### src/rtl/instr_fetch_unit.sv
// instr_fetch_unit: PC holder and instruction fetch front end.
// Runs a req/ack fetch from instruction memory and presents the instruction to
// decode over valid/ready. The decoder's redirect controls are sampled when the
// instruction is accepted, and they select the next PC.
// Optional feature macro: FETCH_MISALIGN_TRAP_EN. When it is defined, a target
// whose low two bits are not zero halts the unit and raises misalign.
module instr_fetch_unit #(
  parameter logic [31:0] RESET_PC = 32'h0000_0000
) (
  input  logic        clk,
  input  logic        reset,
  output logic        imem_req,
  output logic [31:0] imem_addr,
  input  logic        imem_ack,
  input  logic [31:0] imem_rdata,
  output logic        instr_valid,
  input  logic        instr_ready,
  output logic [31:0] instr,
  output logic [6:0]  op,
  output logic [2:0]  funct3,
  output logic [31:0] pc,
  output logic [31:0] pc_plus4,
  input  logic        Branch,
  input  logic        Jump,
  input  logic        Jalr,
  input  logic [31:0] ImmExt,
  input  logic [31:0] ALUResult,
  output logic [31:0] instr_count,
  output logic        misalign
);

  localparam logic [31:0] NOP = 32'h0000_0013;

`ifdef FETCH_MISALIGN_TRAP_EN
  typedef enum logic [1:0] {S_IDLE, S_FETCH, S_HOLD, S_HALT} state_t;
`else
  typedef enum logic [1:0] {S_IDLE, S_FETCH, S_HOLD} state_t;
`endif

  state_t      state_q, state_d;
  logic [31:0] pc_q, pc_d;
  logic [31:0] instr_q, instr_d;
  logic [31:0] count_q, count_d;
  logic        req_q, valid_q;
  logic [31:0] next_pc;
`ifdef FETCH_MISALIGN_TRAP_EN
  logic        misalign_q, misalign_d;
`endif

  // Redirect target selection: jalr beats branch/jump, which beat the fall-through.
  always_comb begin
    if (Jalr) begin
      next_pc = ALUResult & 32'hFFFF_FFFE;
    end else if (Branch | Jump) begin
      next_pc = pc_q + ImmExt;
    end else begin
      next_pc = pc_q + 32'd4;
    end
`ifndef FETCH_MISALIGN_TRAP_EN
    // Without the trap, targets are silently forced to word alignment.
    next_pc[1:0] = 2'b00;
`endif
  end

  // Next-state logic for the FSM and the PC, instruction and counter registers.
  always_comb begin
    state_d = state_q;
    pc_d    = pc_q;
    instr_d = instr_q;
    count_d = count_q;
`ifdef FETCH_MISALIGN_TRAP_EN
    misalign_d = misalign_q;
`endif
    case (state_q)
      S_IDLE: state_d = S_FETCH;
      S_FETCH: begin
        if (imem_ack) begin
          instr_d = imem_rdata;
          state_d = S_HOLD;
        end
      end
      S_HOLD: begin
        if (instr_ready) begin
          pc_d    = next_pc;
          count_d = count_q + 32'd1;
          state_d = S_FETCH;
`ifdef FETCH_MISALIGN_TRAP_EN
          if (next_pc[1:0] != 2'b00) begin
            state_d    = S_HALT;
            misalign_d = 1'b1;
          end
`endif
        end
      end
`ifdef FETCH_MISALIGN_TRAP_EN
      S_HALT: state_d = S_HALT;
`endif
      default: state_d = S_IDLE;
    endcase
  end

  // State and datapath registers; the handshake outputs are registered from the next state.
  always_ff @(posedge clk) begin
    if (reset) begin
      state_q <= S_IDLE;
      pc_q    <= RESET_PC;
      instr_q <= NOP;
      count_q <= 32'd0;
      req_q   <= 1'b0;
      valid_q <= 1'b0;
`ifdef FETCH_MISALIGN_TRAP_EN
      misalign_q <= 1'b0;
`endif
    end else begin
      state_q <= state_d;
      pc_q    <= pc_d;
      instr_q <= instr_d;
      count_q <= count_d;
      req_q   <= (state_d == S_FETCH);
      valid_q <= (state_d == S_HOLD);
`ifdef FETCH_MISALIGN_TRAP_EN
      misalign_q <= misalign_d;
`endif
    end
  end

  assign imem_req    = req_q;
  assign imem_addr   = pc_q;
  assign instr_valid = valid_q;
  assign instr       = instr_q;
  assign op          = instr_q[6:0];
  assign funct3      = instr_q[14:12];
  assign pc          = pc_q;
  assign pc_plus4    = pc_q + 32'd4;
  assign instr_count = count_q;
`ifdef FETCH_MISALIGN_TRAP_EN
  assign misalign    = misalign_q;
`else
  assign misalign    = 1'b0;
`endif

endmodule

### config.mk
export PLATFORM = sky130hd
export DESIGN_NAME = instr_fetch_unit
export DESIGN_NICKNAME = d
export VERILOG_FILES = /design/src/rtl/instr_fetch_unit.sv
export SDC_FILE = /design/constraint.sdc
export NUM_CORES = 1
export LEC_CHECK = 0
export ABC_AREA = 1
export CAP_MARGIN = 40
export CORE_ASPECT_RATIO = 1.5
export CORE_MARGIN = 4
export CORE_UTILIZATION = 50
export CTS_CLUSTER_DIAMETER = 40
export DETAILED_ROUTE_END_ITERATION = 8
export PLACE_DENSITY = 0.91
export SYNTH_ARGS = -nofsm -noshare
export SYNTH_HDL_FRONTEND = slang
export SYNTH_SLANG_ARGS = --single-unit
export TNS_END_PERCENT = 5
### constraint.sdc
create_clock -name clk -period 7 [get_ports clk]
set_input_delay 1.75 -clock clk [delete_from_list [all_inputs] [get_ports clk]]
set_output_delay 1.75 -clock clk [all_outputs]
set_load 0.005 [all_outputs]
==> summary.txt, run 1 <==
Clocking
  • CTS hold repair buffers: 0
  • Clk root buf: clkbuf_16
  • Post_cts resized: 0
  • Clock Sinks: between 90 and 100
  • Deepest clock path buffer count: 2
  • Worst-skew pair later-pin latency: 0.35 ns
  • H-tree depth: 3
  • CTS tree: done
  • CTS Buf Count: 9
  • Worst-path clk slew: 0.07 ns
  • Post-CTS Setup Bufs: 0

STA
  • Final Skew: 0.00863 ns
  • Setup TNS: 0 ns
  • Fmax: 0.225 GHz
  • Slew @ Worst Pin: 0.769 ns
  • RSZ-0062 raised after global routing: no
  • Final-report hold violation count: 0
  • Pins Over Slew Limit: 0
  • Fin crit period: 4.45 ns
  • Final worst path period share: 63.6%
  • Rel. slew slack: 48.7%
  • Setup Viol. Count Final: 0

Logic synthesis
  • Synth Cell Area: 7870 um2
  • Ys Warns: 0
  • Top FF cell, synth: dfxtp_1
  • Register area share after synthesis: 24.9%
  • Cells after Synth: 1337
  • Number of synthesized register bits: 98
  • Synth unique cells: 39
  • Post-synthesis area per instance: 5.89 um2
  • Asr flop ratio synth: 0%
  • EDFF count, synth: 0

Worst setup path
  • CP most frequent cell: nor2_4
  • Reg2Reg Capture Point: instr_count[30]
  • Worst EP required: 5.25 ns
  • Setup Crit Path Kind: reg2out
  • CP Cell Sequence: ha_1, nand3_2, nor2_4, nand3_1, nor2_4, xor2_1, clkdlybuf4s50_1
  • Flop-to-flop setup slack: between 4 and 5 ns
  • Critical path peak fanout: 8
  • Cells on worst reg2reg path: 10
  • CP Data Arrival Time: 2.70 ns
  • CP endpoint kind: primary output
  • Reg2reg start: state_q[1]
  • CP Launch Type: flop
  • Worst path max stage delay: 0.56 ns
  • Top delay family on crit path: simple AND/OR/NAND/NOR gates
  • Slowest library cell on the worst path: clkdlybuf4s50_1
  • Worst path bufs/invs: 1

Cells and area
  • Commonest non-fill, non-tap cell in the layout: nand2_1
  • Nets: 1679
  • Most frequent cells in the layout: 397 x nand2_1, 263 x clkdlybuf4s50_1, 188 x nor2_1, 156 x inv_1, 98 x dfxtp_1
  • Multi-input gate area: ~4800 um2
  • Fillers: 1376
  • Storage cell area: 1960 um2
  • Syn-to-layout area delta: 35.7%
  • Number of antenna diodes: 0
  • Share of cells above drive strength 1: 3.68%
  • Non-filler cells in the finished layout: ~1700

Detailed routing
  • DRT iter0 DRCs: between 500 and 600
  • Drt pass-1 iters: 5
  • Post-DRT Antenna Nets: 0
  • Routed len/inst: between 15 and 20 um
  • Post-Route WL: between 20 and 30 mm
  • Via count: approximately 9200
  • Drc violations: 0
  • Routed vias/inst: approximately 5.3

Power and ir drop
  • Pint: 0.972 mW
  • Sw Ratio: between 20 and 30%
  • Static Leak: 4.63 nW
  • Sequential Power Share: 43.1%
  • Clk network pwr share: 36.2%
  • Psw: a little over 0.4 mW
  • Combinational share of power: 20.6%
  • Peak supply drop: 0.000121 V
  • PwrDens: 129 nW/um2

GRT
  • Global Route Usage Sum: 31.7%
  • Largest net degree at the start of global routing: 64
  • Total congestion overflow: 0
  • Initial antenna violation count: 0
  • First-pass GRT wire length: 46.0 mm
  • Vias in the first global route: 9159

Outcome
  • Status: complete, no violations

Die
  • # IOs: roughly 280
  • Die height: between 150 and 200 um
  • Initial Utilization: about half
  • Die area: 17900 um2
  • Site Rows: 55
  • DIE WIDTH: between 100 and 150 um
  • Core box area: 15300 um2

Hold path
  • Hold path depth: 2
  • Hold Crit Class: reg2reg
  • Worst hold path endpoint: instr_count[25]
  • Hold Startpoint: instr_count[25]

Placement
  • IO buf count: ~260
  • Placed insts: 1732
  • RD Place Congestion: 1.03
  • Detailed placer's ending HPWL: approximately 23 mm

Flow run
  • Max Cap Viol: 0
[final cells by class]
class | count | area share (%)
multi-input cells | 1000 | 45.3
repair buffers | 272 | 25.6
flip-flops and latches | 98 | 18.4
inverters | 163 | 5.73
well taps | 199 | 2.33
clock buffers | 10 | 2.14
clock inverters | 6 | 0.527
[power groups by stage]
stage                     logic [mW]  registers (mW)  clock network [mW]
final                          0.284           0.595               0.499
after detailed placement       0.281           0.607                   0
after global placement         0.274           0.606                   0
after floorplan                0.137           0.604                   0
after CTS                      0.283           0.594               0.505
after global routing           0.312           0.597               0.523
[synthesized netlist by cell type, types with 11 or more instances]
| cell | number | share of area, % |
|---|---|---|
| a21oi_1 | 97 | 6.2 |
| buf_4 | 47 | 4.5 |
| clkbuf_1 | 31 | 1.5 |
| dfxtp_1 | 98 | 25 |
| ha_1 | 31 | 4.9 |
| inv_1 | 156 | 7.4 |
| nand2_1 | 397 | 19 |
| nand3_1 | 92 | 5.9 |
| nand4_1 | 11 | 0.87 |
| nor2_1 | 189 | 9.0 |
| nor3_1 | 24 | 1.5 |
| o21ai_0 | 52 | 3.3 |
| xor2_1 | 21 | 2.3 |
[cell families (layout without fill, tap and decap cells)]
kind of cell | Yosys count | in the layout | synth area share [%]
xor+xnor | 30 | 30 | 3.34
buf+inv | 245 | 451 | 13.9
simple gates | 761 | 761 | 41.2
fa+ha+maj | 32 | 32 | 5.18
compound gates | 170 | 170 | 11.4
other cells | 1 | 7 | 0.0477
flops | 98 | 98 | 24.9
[sequential cells by signal (all words and copies together) (netlist names)]
register and count:
instr_count 32, instr_valid 1, state_q 2, instr 32
imem_req 1, imem_addr 30
[worst min-delay path, stage by stage, from the launching register on]
cell and delay [ns]:
dfxtp_1 0.34, inv_1 0.06, a21oi_1 0.05
[worst max-delay path by stage]
stage	from	to	slack [ns]	cells past startpoint
5_1_grt	imem_addr[3]	pc_plus4[18]	2.39	7
3_5_place_dp	instr_ready	instr_count[30]	2.55	11
2_1_floorplan	ImmExt[2]	imem_addr[10]	3.59	11
4_1_cts	imem_addr[3]	pc_plus4[18]	2.53	7
3_3_place_gp	Jalr	imem_addr[13]	2.52	7
6_report	imem_addr[3]	pc_plus4[18]	2.55	7
[routing by layer]
metal | GRT usage, % | vias up | wire [um]
met4 | 14.3 | 0 | 1220
li1 | - | 4602 | -
met5 | 0 | - | 0
met1 | 33.1 | 4178 | 10600
met3 | 6.78 | 72 | 2060
met2 | 60.0 | 367 | 15200
[stage by stage]
| step | cell area, um2 | util [%] | setup slack, ns | hold slack (ns) | power [mW] |
|---|---|---|---|---|---|
| final | 10700 | 69.9 | 2.55 | 0.485 | 1.38 |
| after global routing | 10700 | 69.9 | 2.39 | 0.514 | 1.43 |
| after CTS | 10700 | 69.9 | 2.53 | 0.481 | 1.38 |
| after detailed placement | 10400 | 68.0 | 2.55 | 0.471 | 0.888 |
| after global placement | 10300 | 67.6 | 2.52 | 0.460 | 0.880 |
| after floorplan | 7890 | - | 3.59 | 0.465 | 0.741 |
No activity file was read; power rests on OpenSTA's default activity.
==> inputs of run 2 (changes only) <==
--- a/config.mk
+++ b/config.mk
@@ -9,10 +9,10 @@
 export CAP_MARGIN = 40
 export CORE_ASPECT_RATIO = 1.5
 export CORE_MARGIN = 4
-export CORE_UTILIZATION = 50
+export CORE_UTILIZATION = 47
 export CTS_CLUSTER_DIAMETER = 40
 export DETAILED_ROUTE_END_ITERATION = 8
-export PLACE_DENSITY = 0.91
+export PLACE_DENSITY = 0.86
 export SYNTH_ARGS = -nofsm -noshare
 export SYNTH_HDL_FRONTEND = slang
 export SYNTH_SLANG_ARGS = --single-unit
==> constraint.sdc (replaced) <==
create_clock -name clk -period 4.39 [get_ports clk]
set_input_delay 1.0975 -clock clk [delete_from_list [all_inputs] [get_ports clk]]
set_output_delay 1.0975 -clock clk [all_outputs]
set_load 0.005 [all_outputs]
==> summary.txt, run 2 (same netlist as run 1, synthesis figures left out) <==
Cells and area
  • Non-filler cells in the finished layout: 1757 (was 1748)
  • Fin util: 65.3% (was 69.9%)
  • Share of cells above drive strength 1: 3.81% (was 3.68%)
  • Most frequent cells in the layout: 397 x nand2_1, 263 x clkdlybuf4s50_1, 188 x nor2_1, 156 x inv_1, 98 x dfxtp_1 (unchanged)
  • Syn-to-layout area delta: 35.6% (was 35.7%)
  • Nets: 1681 (was 1679)
  • Commonest non-fill, non-tap cell in the layout: nand2_1 (unchanged)
  • Post-layout instance area: 10700 um2 (about the same)

Power and ir drop
  • PwrDens: 206 nW/um2 (was 129 nW/um2)
  • Psw: 0.659 mW (was 0.406 mW)
  • Static Leak: 4.63 nW (about the same)
  • Sequential Power Share: 43.0% (was 43.1%)
  • Peak supply drop: 0.000194 V (was 0.000121 V)
  • Pint: 1.54 mW (was 0.972 mW)
  • Clk network pwr share: 36.7% (was 36.2%)
  • Sw Ratio: 29.9% (was 29.5%)
  • Combinational share of power: 20.3% (was 20.6%)

Die
  • DIE WIDTH: 114 um (was 110 um)
  • Die height: 166 um (was 162 um)
  • # IOs: 276 (unchanged)
  • Site Rows: 57 (was 55)
  • Die area: 18900 um2 (was 17900 um2)
  • Core box area: 16300 um2 (was 15300 um2)
  • Initial Utilization: 48.2% (was 51.5%)

Clocking
  • Worst-skew pair later-pin latency: 0.36 ns (was 0.35 ns)
  • Post-CTS Setup Bufs: 0 (unchanged)
  • Clock Sinks: 98 (unchanged)
  • CTS Buf Count: 9 (unchanged)
  • CTS hold repair buffers: 0 (unchanged)
  • Deepest clock path buffer count: 2 (unchanged)
  • CTS tree: done (unchanged)
  • H-tree depth: 3 (unchanged)
  • Worst-path clk slew: 0.08 ns (was 0.07 ns)
  • Clk root buf: clkbuf_16 (unchanged)
  • Post_cts resized: 0 (unchanged)

STA
  • Fin crit period: between 3 and 4 ns
  • Rel. slew slack: 56.8% (was 48.7%)
  • Setup Viol. Count Final: 0 (unchanged)
  • Final Skew: 0.00885 ns (was 0.00863 ns)
  • Pins Over Slew Limit: 0 (unchanged)
  • Setup TNS: 0 ns (unchanged)
  • Slew @ Worst Pin: 0.647 ns (was 0.769 ns)
  • Worst hold slack: 0.488 ns (was 0.485 ns)
  • Final worst path period share: between 80% and 90%
  • Fmax: 0.262 GHz
  • RSZ-0062 raised after global routing: no (unchanged)
  • Final-report hold violation count: 0 (unchanged)

Placement
  • Detailed placer's ending HPWL: 22.5 mm (was 23.1 mm)
  • Area after DPL: 10400 um2 (about the same)
  • RD Place Congestion: 1.01 (was 1.03)
  • Placed insts: 1741 (was 1732)
  • IO buf count: 264 (unchanged)

Detailed routing
  • Post-DRT Antenna Nets: 0 (unchanged)
  • Routed vias/inst: 5.28 (was 5.27)
  • Routed len/inst: 16.5 um (was 16.7 um)
  • Drc violations: 0 (unchanged)
  • Via count: 9272 (was 9219)
  • Drt pass-1 iters: 5 (unchanged)
  • DRT iter0 DRCs: 438 (was 560)
  • Post-Route WL: 29.0 mm (was 29.2 mm)

Worst setup path
  • CP Cell Sequence: ha_1, nand3_2, nor2_4, nand3_1, nor2_4, xor2_1, clkdlybuf4s50_1 (unchanged)
  • Worst path max stage delay: 0.55 ns (was 0.56 ns)
  • Flop-to-flop setup slack: 1.95 ns (was 4.40 ns)
  • Slowest library cell on the worst path: dfxtp_1 (was clkdlybuf4s50_1)
  • Top delay family on crit path: simple AND/OR/NAND/NOR gates (unchanged)
  • Critical path peak fanout: 8 (unchanged)
  • CP Launch Type: flop (unchanged)
  • Worst EP required: 3.29 ns (was 5.25 ns)
  • Worst path bufs/invs: 1 (unchanged)
  • CP most frequent cell: nor2_4 (unchanged)
  • CP Data Arrival Time: 2.71 ns (was 2.70 ns)
  • Setup Crit Path Kind: reg2out (unchanged)
  • CP endpoint kind: primary output (unchanged)

GRT
  • Total congestion overflow: 0 (unchanged)
  • Vias in the first global route: 9071 (was 9159)
  • Initial antenna violation count: 1 (was 0)
  • Global Route Usage Sum: 30.0% (was 31.7%)
  • Largest net degree at the start of global routing: 58 (was 64)
  • First-pass GRT wire length: 45.6 mm (was 46.0 mm)

Outcome
  • Status: complete, no violations (unchanged)

Flow run
  • Max Cap Viol: 0 (unchanged)

Hold path
  • Hold Crit Class: reg2reg (unchanged)
[run 2: stage by stage]
stage	power, mW	setup WS, ns
after global routing	2.30	0.403
after floorplan	1.18	1.63
after CTS	2.21	0.557
final	2.20	0.579
after global placement	1.41	0.943
after detailed placement	1.41	0.931
[run 2: cell type report]
type                    count  area [um2]
repair buffers            274        2710
multi-input cells        1000        4840
clock buffers               9         225
inverters                 163         612
fillers                  1513        5660
well taps                 206         258
clock inverters             6        62.6
diodes                      1        2.50
flip-flops and latches     98        1960
[run 2: worst paths after layout]
path,start,to,cells past startpoint
worst max-delay path,imem_addr[3],pc_plus4[18],7
worst max register to register,imem_addr[2],imem_addr[14],10
worst min register to register,instr[1],instr[1],2
worst min-delay path,instr[1],instr[1],2
[run 2: routing by layer]
metal	wire, um	track usage (%)
met1	10200	30.8
met2	15000	56.1
met3	2350	6.86
met4	1510	14.3
met5	0	0
[run 2: tightest hold or removal path, delay by kind of cell, from the launching register on]
family	cells	cell delay [ns]
flops	1	0.33
simple gates	2	0.11
[run 2: power by group through the flow]
| stage | logic (mW) | clock network, mW | registers (mW) |
|---|---|---|---|
| 2_1_floorplan | 0.218 | 0 | 0.964 |
| 3_3_place_gp | 0.439 | 0 | 0.967 |
| 3_5_place_dp | 0.443 | 0 | 0.968 |
| 4_1_cts | 0.446 | 0.815 | 0.948 |
| 5_1_grt | 0.491 | 0.856 | 0.952 |
| 6_report | 0.448 | 0.808 | 0.948 |
==> inputs of run 3 (changes only) <==
--- a/config.mk
+++ b/config.mk
@@ -10,6 +10,7 @@
 export CORE_ASPECT_RATIO = 1.5
 export CORE_MARGIN = 4
 export CORE_UTILIZATION = 47
+export CTS_BUF_LIST = sky130_fd_sc_hd__clkbuf_8 sky130_fd_sc_hd__clkbuf_16
 export CTS_CLUSTER_DIAMETER = 40
 export DETAILED_ROUTE_END_ITERATION = 8
 export PLACE_DENSITY = 0.86
==> results of run 3 <==
No change in the layout: final DEF, timing and power equal those of run 2.
